[config.mk]
export PLATFORM = sky130hd
export DESIGN_NAME = accumulator_dump
export DESIGN_NICKNAME = d
export VERILOG_FILES = /design/src/rtl/accumulator_dump.sv
export SDC_FILE = /design/constraint.sdc
export NUM_CORES = 1
export LEC_CHECK = 0
export ABC_CLOCK_PERIOD_IN_PS = 6700
export BUFFER_PORTS_ARGS = -buffer_cell sky130_fd_sc_hd__buf_2
export CAP_MARGIN = 30
export CORE_MARGIN = 5
export CORE_UTILIZATION = 45
export CTS_CLUSTER_SIZE = 16
export DETAILED_ROUTE_END_ITERATION = 8
export PLACE_DENSITY_LB_ADDON = 0.08
export SLEW_MARGIN = 20
export SYNTH_ARGS = -nofsm -noshare
export SYNTH_HDL_FRONTEND = slang
export SYNTH_SLANG_ARGS = --single-unit
[constraint.sdc]
create_clock -name iClk -period 6.7 [get_ports iClk]
set_input_delay 2.01 -clock iClk [delete_from_list [all_inputs] [get_ports iClk]]
set_output_delay 2.01 -clock iClk [all_outputs]
set_load 0.005 [all_outputs]
[src/rtl/accumulator_dump.sv]
// accumulator_dump: integrate-and-dump accumulator.
//   Sums input samples into a running register. When a non-zero window length
//   is programmed, every iLen accepted samples the window total is moved to a
//   held dump register and a one-cycle valid strobe is raised. Arithmetic can
//   be signed or unsigned, and can saturate or wrap. A sticky flag records any
//   overflow until clear or reset.
// Ports:
//   iClk        clock, all logic on rising edge
//   iRst        synchronous reset, active-low
//   iCe         sample enable
//   iClr        synchronous clear of sum, window counter and overflow flag
//   iLen        window length in samples (0 = free-running, no dumps)
//   iIn         input sample
//   oOut        running sum register
//   oDump       last completed window sum
//   oDumpValid  one-cycle strobe, oDump updated
//   oOvf        sticky overflow flag
module accumulator_dump #(
   parameter int IN_W   = 12,
   parameter int ACC_W  = 32,
   parameter int CNT_W  = 16,
   parameter bit SIGNED = 1'b0,
   parameter bit SAT    = 1'b0
) (
   input  logic             iClk,
   input  logic             iRst,
   input  logic             iCe,
   input  logic             iClr,
   input  logic [CNT_W-1:0] iLen,
   input  logic [IN_W-1:0]  iIn,
   output logic [ACC_W-1:0] oOut,
   output logic [ACC_W-1:0] oDump,
   output logic             oDumpValid,
   output logic             oOvf
);

   localparam logic [ACC_W-1:0] U_MAX = {ACC_W{1'b1}};
   localparam logic [ACC_W-1:0] S_MAX = {1'b0, {(ACC_W-1){1'b1}}};
   localparam logic [ACC_W-1:0] S_MIN = {1'b1, {(ACC_W-1){1'b0}}};

   logic [ACC_W-1:0] acc;
   logic [CNT_W-1:0] cnt;
   logic [ACC_W:0]   ext_in;
   logic [ACC_W:0]   acc_x;
   logic [ACC_W:0]   sum_x;
   logic             ovf_now;
   logic [ACC_W-1:0] res;
   logic             last;

   // Operands widened by one bit so the carry (unsigned) is visible.
   always_comb begin
      if (SIGNED) begin
         ext_in = {{(ACC_W+1-IN_W){iIn[IN_W-1]}}, iIn};
         acc_x  = {acc[ACC_W-1], acc};
      end else begin
         ext_in = {{(ACC_W+1-IN_W){1'b0}}, iIn};
         acc_x  = {1'b0, acc};
      end
   end

   assign sum_x = acc_x + ext_in;

   always_comb begin
      res = sum_x[ACC_W-1:0];
      if (SIGNED) begin
         // Same-sign operands whose result flips sign.
         ovf_now = (acc[ACC_W-1] == ext_in[ACC_W-1]) &&
                   (sum_x[ACC_W-1] != acc[ACC_W-1]);
         // Direction of a signed overflow follows the shared operand sign.
         if (SAT && ovf_now) res = acc[ACC_W-1] ? S_MIN : S_MAX;
      end else begin
         ovf_now = sum_x[ACC_W];
         // Adding a non-negative value can only overflow upward.
         if (SAT && ovf_now) res = U_MAX;
      end
   end

   // '>=' rather than '==' so that shrinking iLen mid-window dumps promptly.
   assign last = (iLen != '0) && (cnt >= (iLen - CNT_W'(1)));

   always_ff @(posedge iClk) begin
      if (!iRst) begin
         acc        <= '0;
         cnt        <= '0;
         oDump      <= '0;
         oDumpValid <= 1'b0;
         oOvf       <= 1'b0;
      end else begin
         oDumpValid <= 1'b0;
         if (iClr) begin
            acc  <= '0;
            cnt  <= '0;
            oOvf <= 1'b0;
         end else if (iCe) begin
            if (ovf_now) oOvf <= 1'b1;
            if (iLen == '0) begin
               acc <= res;
            end else if (last) begin
               oDump      <= res;
               oDumpValid <= 1'b1;
               acc        <= '0;
               cnt        <= '0;
            end else begin
               acc <= res;
               cnt <= cnt + CNT_W'(1);
            end
         end
      end
   end

   assign oOut = acc;

endmodule

==> reports/results.tsv <==
metric	value	unit
layout cell share with drive strength beyond 1	19.0	%
CTS tree	built	
postcts setup bufs	0	
Clock Latency Late Sink	0.36	ns
Slew Viols, Final	0	
Via density	5.40	
cells after synthesis	564	
Final nets	714	
Clock power frac	34.9	%
die width	113	um
final worst slack	1.54	ns
commonest non-fill, non-tap cell in the layout	buf_2	
GR Overflow Total	0	
Total Routing Usage GR	19.6	%
RSZ-0062 raised after global routing	false	
Peak VDD IR	0.0853	mV
Final Hold Vio Count	0	
design area	5500	um^2
relative max-transition margin	41.3	%
dpl cell area	5340	um^2
Post-synth EDFFs	0	
Main synth FF type	dfxtp_1	
final setup fails	0	
DIE HEIGHT	113	um
Port-buffer cells	97	
sequential area share after synthesis	34.3	%
starting density of the core	46.3	%
depth of the CTS H-tree	3	
vias in the first global route	4241	
number of distinct library cells after synthesis	52	
Avg WL per Cell	15.4	um
Post-Route WL	12100	um
Hold Path Stages	2	
power consumption	0.000922	W
Sw Share	25.6	%
Ant. Diodes	0	
crit path time final	5.16	ns
HP Class	flop to flop	
clk root buf	clkbuf_8	
drt drc	0	
site row count	37	
CTS clk-pin slew, worst paths	0.08	ns
antenna violations before repair	0	
P per Cell Area	168	nW/um^2
Mapped Avg Cell Area	8.48	um^2
register bit count reported by yosys	82	
maximum buffer depth of the clock tree	2	
outcome	completed	
most frequent cells in the layout	buf_2, dfxtp_1, a21oi_1	
part of the power in combinational logic	11.6	%
max_cap viols	0	
Post-DRT Antenna Nets	0	
clock sinks	82	
P_sw	0.000236	W
Worst Tran Pin Value	0.878	ns
worst slack, placed	1.15	ns
LEAKAGE	2.30	nW
DRT Pass-1 Iters	4	
hold_buf cts	0	
post-cts repair resize count	0	
largest area contributor in the netlist	dfxtp_1	
part of the power in registers	53.6	%
Core Region	10300	um^2
Tcrit/Tclk final	77.0	%
crit path kind	input pin to flop	
synthesized cell area	4780	um^2
Clock Skews	0.0113	ns
highest clock rate	194	MHz
Critical Path RT	6.96	ns
largest cells by area after synthesis	dfxtp_1, ha_1, xnor2_1	
synth warn	0	
final hold slack	0.479	ns
TNS Setup	0	ns
CTS buffer count	9	
syn_nets	627	
P&R area growth vs syn	15.0	%
endpoint class of the critical path	flop	
detailed placement HPWL	9050	um
Vias	4259	
P_int	0.000686	W
worst reg-to-reg path cell count	10	
worst path arrival time	5.42	ns
Die Area	12800	um^2
post-synth top area share	34.3	%
startpoint types	input pin	
crit path max fanout	24	
Final GP Congestion	0.868	
IO Count	98	
DRT iter0 DRCs	221	
first-pass GRT wire length	20700	um
FFs w/ async S/R, synth	0	%
largest net degree at the start of global routing	36	
## cell usage after synthesis, types with 5 or more instances
cell	instances
a211o_1	6
a21o_1	7
a21oi_1	55
and3_1	7
buf_2	6
buf_6	5
clkbuf_1	13
dfxtp_1	82
ha_1	30
inv_1	21
mux2i_1	16
nand2_1	30
nand2b_1	9
nand3_1	22
nand4_1	12
nor2_1	45
nor2b_1	22
nor3_1	14
o21ai_0	36
o21bai_1	5
o22a_1	7
xnor2_1	34
xor2_1	21
## critical path, cell delays in order
cell	delay, ns
buf_2	0.12
nor2_1	0.21
nand3_1	0.12
or3_1	0.34
nand2b_1	0.23
nor4_1	0.25
xnor2_1	0.11
ha_1	0.31
nand4_1	0.10
a211oi_1	0.34
a211oi_1	0.21
nor2_4	0.47
buf_4	0.30
mux2i_1	0.22
nor2b_1	0.06
## power by group through the flow
stage          logic [W]  clock network, W  registers [W]
6_report        0.000107          0.000322       0.000494
5_1_grt         0.000120          0.000351       0.000494
4_1_cts         0.000107          0.000331       0.000494
3_5_place_dp    0.000107                 0       0.000505
3_3_place_gp    0.000104                 0       0.000505
2_1_floorplan  0.0000735                 0       0.000505
## cell families after synthesis
group | count (synthesis) | share of synthesized area (%)
AO/OA/AOI/OAI | 148 | 19.1
XOR/XNOR | 55 | 10.1
adder cells (fa/ha/maj) | 31 | 8.27
buffers and inverters | 46 | 4.55
flip-flops | 82 | 34.3
multiplexers | 16 | 3.35
AND/OR/NAND/NOR | 186 | 20.3
## stage by stage
stage	cells	util, %
finish	789	53.3
floorplan	564	-
global route	789	53.3
detailed placement	776	51.7
global placement	775	51.6
CTS	789	53.3
## final timing paths
path | to | start | slack [ns]
worst max-delay path | oDump[7] | iLen[2] | 1.54
worst max register to register | oDump[20] | oOut[0] | 3.56
worst min register to register | oDump[13] | oDump[13] | 0.48
worst min-delay path | oDump[13] | oDump[13] | 0.48
## sequential cells by signal (all words and copies together) (netlist names)
name,count
cnt,16
oDump,32
oDumpValid,1
oOut,32
oOvf,1
## cell type report
| cell class | count | area, um^2 |
|---|---|---|
| clock buffers | 13 | 159 |
| inverters | 21 | 78.8 |
| fillers | 1014 | 4820 |
| well taps | 136 | 170 |
| flip-flops and latches | 82 | 1640 |
| repair buffers | 101 | 523 |
| multi-input cells | 436 | 2930 |
## layer usage
layer | track usage (%) | vias up | wire, um | part of all wire (%)
li1 | - | 2167 | - | -
met1 | 25.8 | 1978 | 5620 | 46
met2 | 32.5 | 103 | 5680 | 47
met3 | 4.60 | 11 | 684 | 5.6
met4 | 4.97 | 0 | 152 | 1.3
met5 | 0 | - | 0 | 0
(Power assumes the default switching activity.)
